--- src/rtl/execute_muldiv.sv ---
// EX-stage multi-cycle unsigned multiply/divide unit: shift-add multiplier and
// restoring divider sharing one 2*WIDTH accumulator, stalling the pipe via busy.
module execute_muldiv #(
  parameter int unsigned WIDTH = 16
) (
  input  logic             clk,
  input  logic             rst,
  input  logic             start,
  input  logic [1:0]       op,
  input  logic [WIDTH-1:0] ReadDataA,
  input  logic [WIDTH-1:0] ReadDataB,
  input  logic [WIDTH-1:0] data_exmem,
  input  logic [WIDTH-1:0] data_memwb,
  input  logic [1:0]       fwd_A,
  input  logic [1:0]       fwd_B,
  input  logic             flush,
  output logic             busy,
  output logic             done,
  output logic [WIDTH-1:0] Result,
  output logic             DivZero,
  output logic             err
);

  localparam int unsigned CW = $clog2(WIDTH + 1);

  typedef enum logic [1:0] {S_IDLE, S_CALC, S_DONE} state_t;

  state_t             r_state;
  state_t             w_state_nx;
  logic               w_busy;
  logic [1:0]         r_op;
  logic [2*WIDTH-1:0] r_acc;
  logic [WIDTH-1:0]   r_b;
  logic [CW-1:0]      r_cnt;
  logic [WIDTH-1:0]   r_result;
  logic               r_divzero;

  logic [WIDTH-1:0]   w_a;
  logic [WIDTH-1:0]   w_b;
  logic               w_capture;
  logic               w_dz_cap;
  logic               w_last;
  logic [WIDTH-1:0]   w_addend;
  logic [WIDTH:0]     w_sum;
  logic [WIDTH:0]     w_rem_sh;
  logic [WIDTH-1:0]   w_diff;
  logic               w_ge;
  logic [2*WIDTH-1:0] w_mul_nx;
  logic [2*WIDTH-1:0] w_div_nx;
  logic [WIDTH-1:0]   w_res_nx;

  // bit1 of the forwarding select outranks bit0
  assign w_a = fwd_A[1] ? data_exmem : (fwd_A[0] ? data_memwb : ReadDataA);
  assign w_b = fwd_B[1] ? data_exmem : (fwd_B[0] ? data_memwb : ReadDataB);

  assign w_capture = (r_state == S_IDLE) && start && !flush;
  assign w_dz_cap  = op[1] && (w_b == '0);
  assign w_last    = (r_cnt == CW'(1));

  // Multiply: acc = {hi, lo}; conditional add into hi with carry, then shift right.
  assign w_addend = r_acc[0] ? r_b : {WIDTH{1'b0}};
  assign w_sum    = {1'b0, r_acc[2*WIDTH-1:WIDTH]} + {1'b0, w_addend};
  assign w_mul_nx = {w_sum, r_acc[WIDTH-1:1]};

  // Divide: acc = {rem, quo}; the shifted remainder needs WIDTH+1 bits to compare.
  assign w_rem_sh = r_acc[2*WIDTH-1:WIDTH-1];
  assign w_ge     = (w_rem_sh >= {1'b0, r_b});
  assign w_diff   = w_rem_sh[WIDTH-1:0] - r_b;
  assign w_div_nx = {(w_ge ? w_diff : w_rem_sh[WIDTH-1:0]), r_acc[WIDTH-2:0], w_ge};

  always_comb begin
    w_res_nx = w_mul_nx[WIDTH-1:0];
    case (r_op)
      2'b00:   w_res_nx = w_mul_nx[WIDTH-1:0];
      2'b01:   w_res_nx = w_mul_nx[2*WIDTH-1:WIDTH];
      2'b10:   w_res_nx = w_div_nx[WIDTH-1:0];
      default: w_res_nx = w_div_nx[2*WIDTH-1:WIDTH];
    endcase
  end

  always_ff @(posedge clk or posedge rst) begin
    if (rst) begin
      r_state <= S_IDLE;
    end else begin
      r_state <= w_state_nx;
    end
  end

  always_comb begin
    w_state_nx = r_state;
    w_busy     = 1'b0;
    case (r_state)
      S_IDLE: begin
        if (start && !flush) begin
          w_busy     = 1'b1;
          w_state_nx = w_dz_cap ? S_DONE : S_CALC;
        end
      end
      S_CALC: begin
        w_busy = 1'b1;
        if (flush) begin
          w_state_nx = S_IDLE;
        end else if (w_last) begin
          w_state_nx = S_DONE;
        end
      end
      S_DONE:  w_state_nx = S_IDLE;
      default: w_state_nx = S_IDLE;
    endcase
  end

  always_ff @(posedge clk or posedge rst) begin
    if (rst) begin
      r_op      <= '0;
      r_acc     <= '0;
      r_b       <= '0;
      r_cnt     <= '0;
      r_result  <= '0;
      r_divzero <= 1'b0;
    end else if (w_capture) begin
      r_op  <= op;
      r_b   <= w_b;
      r_acc <= {{WIDTH{1'b0}}, w_a};
      r_cnt <= CW'(WIDTH);
      if (w_dz_cap) begin
        r_result  <= op[0] ? w_a : {WIDTH{1'b1}};
        r_divzero <= 1'b1;
      end
    end else if ((r_state == S_CALC) && !flush) begin
      r_acc <= r_op[1] ? w_div_nx : w_mul_nx;
      r_cnt <= r_cnt - 1'b1;
      if (w_last) begin
        r_result  <= w_res_nx;
        r_divzero <= 1'b0;
      end
    end
  end

  assign busy    = w_busy;
  assign done    = (r_state == S_DONE);
  assign Result  = r_result;
  assign DivZero = r_divzero;
  assign err     = done && r_divzero;

endmodule

--- config.mk ---
export PLATFORM = sky130hd
export DESIGN_NAME = execute_muldiv
export DESIGN_NICKNAME = d
export VERILOG_FILES = /design/src/rtl/execute_muldiv.sv
export SDC_FILE = /design/constraint.sdc
export NUM_CORES = 1
export LEC_CHECK = 0
export CAP_MARGIN = 30
export CORE_UTILIZATION = 35
export DETAILED_ROUTE_END_ITERATION = 10
export GPL_TIMING_DRIVEN = 0
export SYNTH_ARGS = -nofsm -noshare
export SYNTH_HDL_FRONTEND = slang
export SYNTH_SLANG_ARGS = --single-unit
--- constraint.sdc ---
create_clock -name clk -period 3.55 [get_ports clk]
set_input_delay 0.5325 -clock clk [delete_from_list [all_inputs] [get_ports clk]]
set_output_delay 0.5325 -clock clk [all_outputs]
set_load 0.01 [all_outputs]
==> flow_summary.ini <==
[critical_path]
crit_fanout = 10
cp-start-kind = flop
worst_r2r_path_depth = 11
worstSetupPathType = reg -> reg
cp-end-kind = flop
cp_data_required_time_ns = 3.78
cp.arrival_ns = 3.70

[grt]
grt_pass1_vias = 5793
grt_pass1_wl_microns = 32900
grtUsageTotal_pct = 24.0
grt_overflow = 0
grt_start_max_net_pins = 56
antenna_found_initial = 0

[placement]
dp_hpwl_microns = 16900
portBuffers = 89
gp_congestion = 0.868
dp_cells = 1039

[status]
outcome = finished clean

[clocking]
ctsHoldBuffers = 0
cts_setup_buffers = 0
clk_pin_slew_ns = 0.06
cts-root-buf = clkbuf_16
post_cts_resized = 1
numClockSinks = 74
cts_tree = yes
cts_max_path_buffers = 2
cts.htree.levels = 3
numCtsBuffers = 9
clock_latency_ns = 0.34

[synth]
ys_types = 61
seq_area_frac_synth_pct = 29.8
ys_async_sr_fraction_pct = 100
synth_ff_type = dfrtp_1
ys_ff_latch = 74
synthesis.instances = 723
syn_avg_cell_area_sq_um = 8.58
synth_edf_count = 0
synth_nets = 833
ys_warn_count = 0
netlist_area_sq_um = 6210

[floorplanning]
core_area_sq_um = 17300
start_util_pct = 35.9
die_h_microns = 135
io_pins = 94
die-area_sq_um = 18300
fp-row-count = 48
die_w_microns = 135

[route]
viasPerCell = 5.70
wl_microns = 21200
firstDrtPassIters = 5
wl_per_cell_microns = 20.1
drtIter0Drc = 547
drc_errors = 0
dr_total_vias = 6010
ant_nets = 0

[sta]
period_share_pct = 97.8
min_period_ns = 3.47
clock_skew_ns = 0.00598
fmax_mhz = 288
setup_violations = 0
tightest_slew_ns = 0.895
hold_viol = 0
final_max_slew_viol_count = 0
finalSetupTns_ns = 0
slew_headroom_pct = 39.9

[finish]
antenna_cells = 0
n_fill_cell = 1751
fin_nets = 935
final_common_cell = clkdlybuf4s50_1
layout_common_cells = 89 x clkdlybuf4s50_1, 75 x nand2_1, 73 x dfrtp_1
drive_above_1_share_pct = 8.43
finish.utilization_pct = 44.9
area_delta_synth_final_pct = 25.2
layout.cells.non_filler = 1055

[power]
p_int_uw = 3470
p_switching_uw = 2770
power_frac_seq_pct = 24.0
comb_power_share_pct = 59.6
powerDensity_nw_per_um2 = 804
p_clk_share_pct = 16.4
p_sw_share_pct = 44.4
vdd_ir_drop_max_v = 0.000292
power_leakage_uw = 0.00341

[flow_run]
maxCapViolCount = 0

[min_path]
min_path_type = in -> async
==> power groups by stage <==
stage               Combinational (uW)  Sequential, uW  Clock, uW
floorplan                         2620            1390          0
global placement                  3600            1500          0
detailed placement                3630            1500          0
CTS                               3670            1490       1020
global route                      4080            1540       1050
finish                            3720            1500       1020
==> critical path: stages (launching register included) <==
cell and delay [ns]:
dfrtp_1 0.45, inv_1 0.08, ha_1 0.37, a21oi_2 0.18, o21ai_2 0.08, or3_1 0.32
or3_1 0.35, o21ai_2 0.25, buf_6 0.20, mux2_2 0.37, mux4_2 0.46, o221a_2 0.25
==> state kept, by name, summed over array words and instances (netlist names) <==
signal / cells
DivZero: 1
r_b: 16
r_state: 2
Result: 16
r_op: 2
r_cnt: 5
r_acc: 32
==> final timing paths <==
kind / start / end / slack [ns]
max in group asynchronous: rst / r_b[12] / 2.46
setup / recovery: r_b[10] / Result[7] / 0.08
min in group clk: Result[9] / Result[9] / 0.51
hold reg to reg: Result[9] / Result[9] / 0.51
hold / removal: rst / r_acc[31] / 0.51
setup reg to reg: r_b[10] / Result[7] / 0.08
==> cell usage after synthesis (4+ instances only) <==
| cell | n | area share, % |
|---|---|---|
| o221ai_1 | 13 | 1.8 |
| nand4_1 | 7 | 0.71 |
| xor2_1 | 11 | 1.6 |
| buf_1 | 7 | 0.42 |
| nand3_1 | 10 | 0.81 |
| and3_1 | 6 | 0.60 |
| mux2_2 | 21 | 3.8 |
| nor3_1 | 9 | 0.73 |
| o221a_2 | 4 | 0.73 |
| clkbuf_1 | 26 | 1.6 |
| a221o_1 | 5 | 0.81 |
| a211oi_1 | 9 | 1.1 |
| a221oi_1 | 5 | 0.71 |
| and2_1 | 20 | 2.0 |
| a21o_1 | 10 | 1.2 |
| xnor2_1 | 13 | 1.8 |
| mux4_2 | 7 | 2.5 |
| mux2i_1 | 62 | 10 |
| or3_1 | 6 | 0.60 |
| o21ai_0 | 48 | 3.9 |
| nor2_1 | 54 | 3.3 |
| inv_1 | 36 | 2.2 |
| a21oi_1 | 67 | 5.4 |
| a22o_1 | 4 | 0.56 |
| a31oi_1 | 7 | 0.71 |
| dfrtp_1 | 74 | 30 |
| o21a_1 | 6 | 0.73 |
| nor2b_1 | 5 | 0.50 |
| o211ai_1 | 5 | 0.60 |
| buf_4 | 4 | 0.48 |
| nand2_1 | 75 | 4.5 |
| ha_1 | 34 | 6.9 |
==> metal layers <==
metal | vias up | global-route usage [%] | share of wire [%] | wire [microns]
met5 | - | 0 | 0 | 0
met4 | 0 | 8.36 | 3.0 | 643
met3 | 43 | 4.34 | 8.1 | 1710
met2 | 269 | 38.4 | 46 | 9680
met1 | 2844 | 32.4 | 43 | 9140
li1 | 2854 | - | - | -
==> layout make-up <==
cell class | instances | area (sq um) | share of cell area, %
timing repair buffer | 91 | 923 | 11.9
clock buffer | 12 | 256 | 3.30
multi-input combinational | 569 | 4050 | 52.2
inverter | 39 | 149 | 1.92
tap | 225 | 282 | 3.62
clock inverter | 4 | 73.8 | 0.950
buffer | 41 | 180 | 2.32
sequential | 74 | 1850 | 23.9
==> stage by stage <==
step                total power [uW]  setup WS, ns  cell area (sq um)  hold slack [ns]
finish                          6240        0.0768               7770            0.506
global route                    6680       -0.0102               7770            0.537
CTS                             6180        0.0582               7750            0.510
detailed placement              5140       -0.0961               7410            0.497
global placement                5100        -0.267               7380            0.484
floorplan                       4010         0.445               6210            0.463
==> kinds of logic (layout without fill, tap and decap cells) <==
family	after synthesis	count (layout)	share of synthesized area [%]
flops	74	74	29.8
simple gates	208	208	15.6
xor+xnor	24	24	3.39
compound gates	211	211	22.1
mux	90	90	16.4
buf+inv	80	187	5.26
fa+ha+maj	36	36	7.50
(Power assumes the default switching activity.)
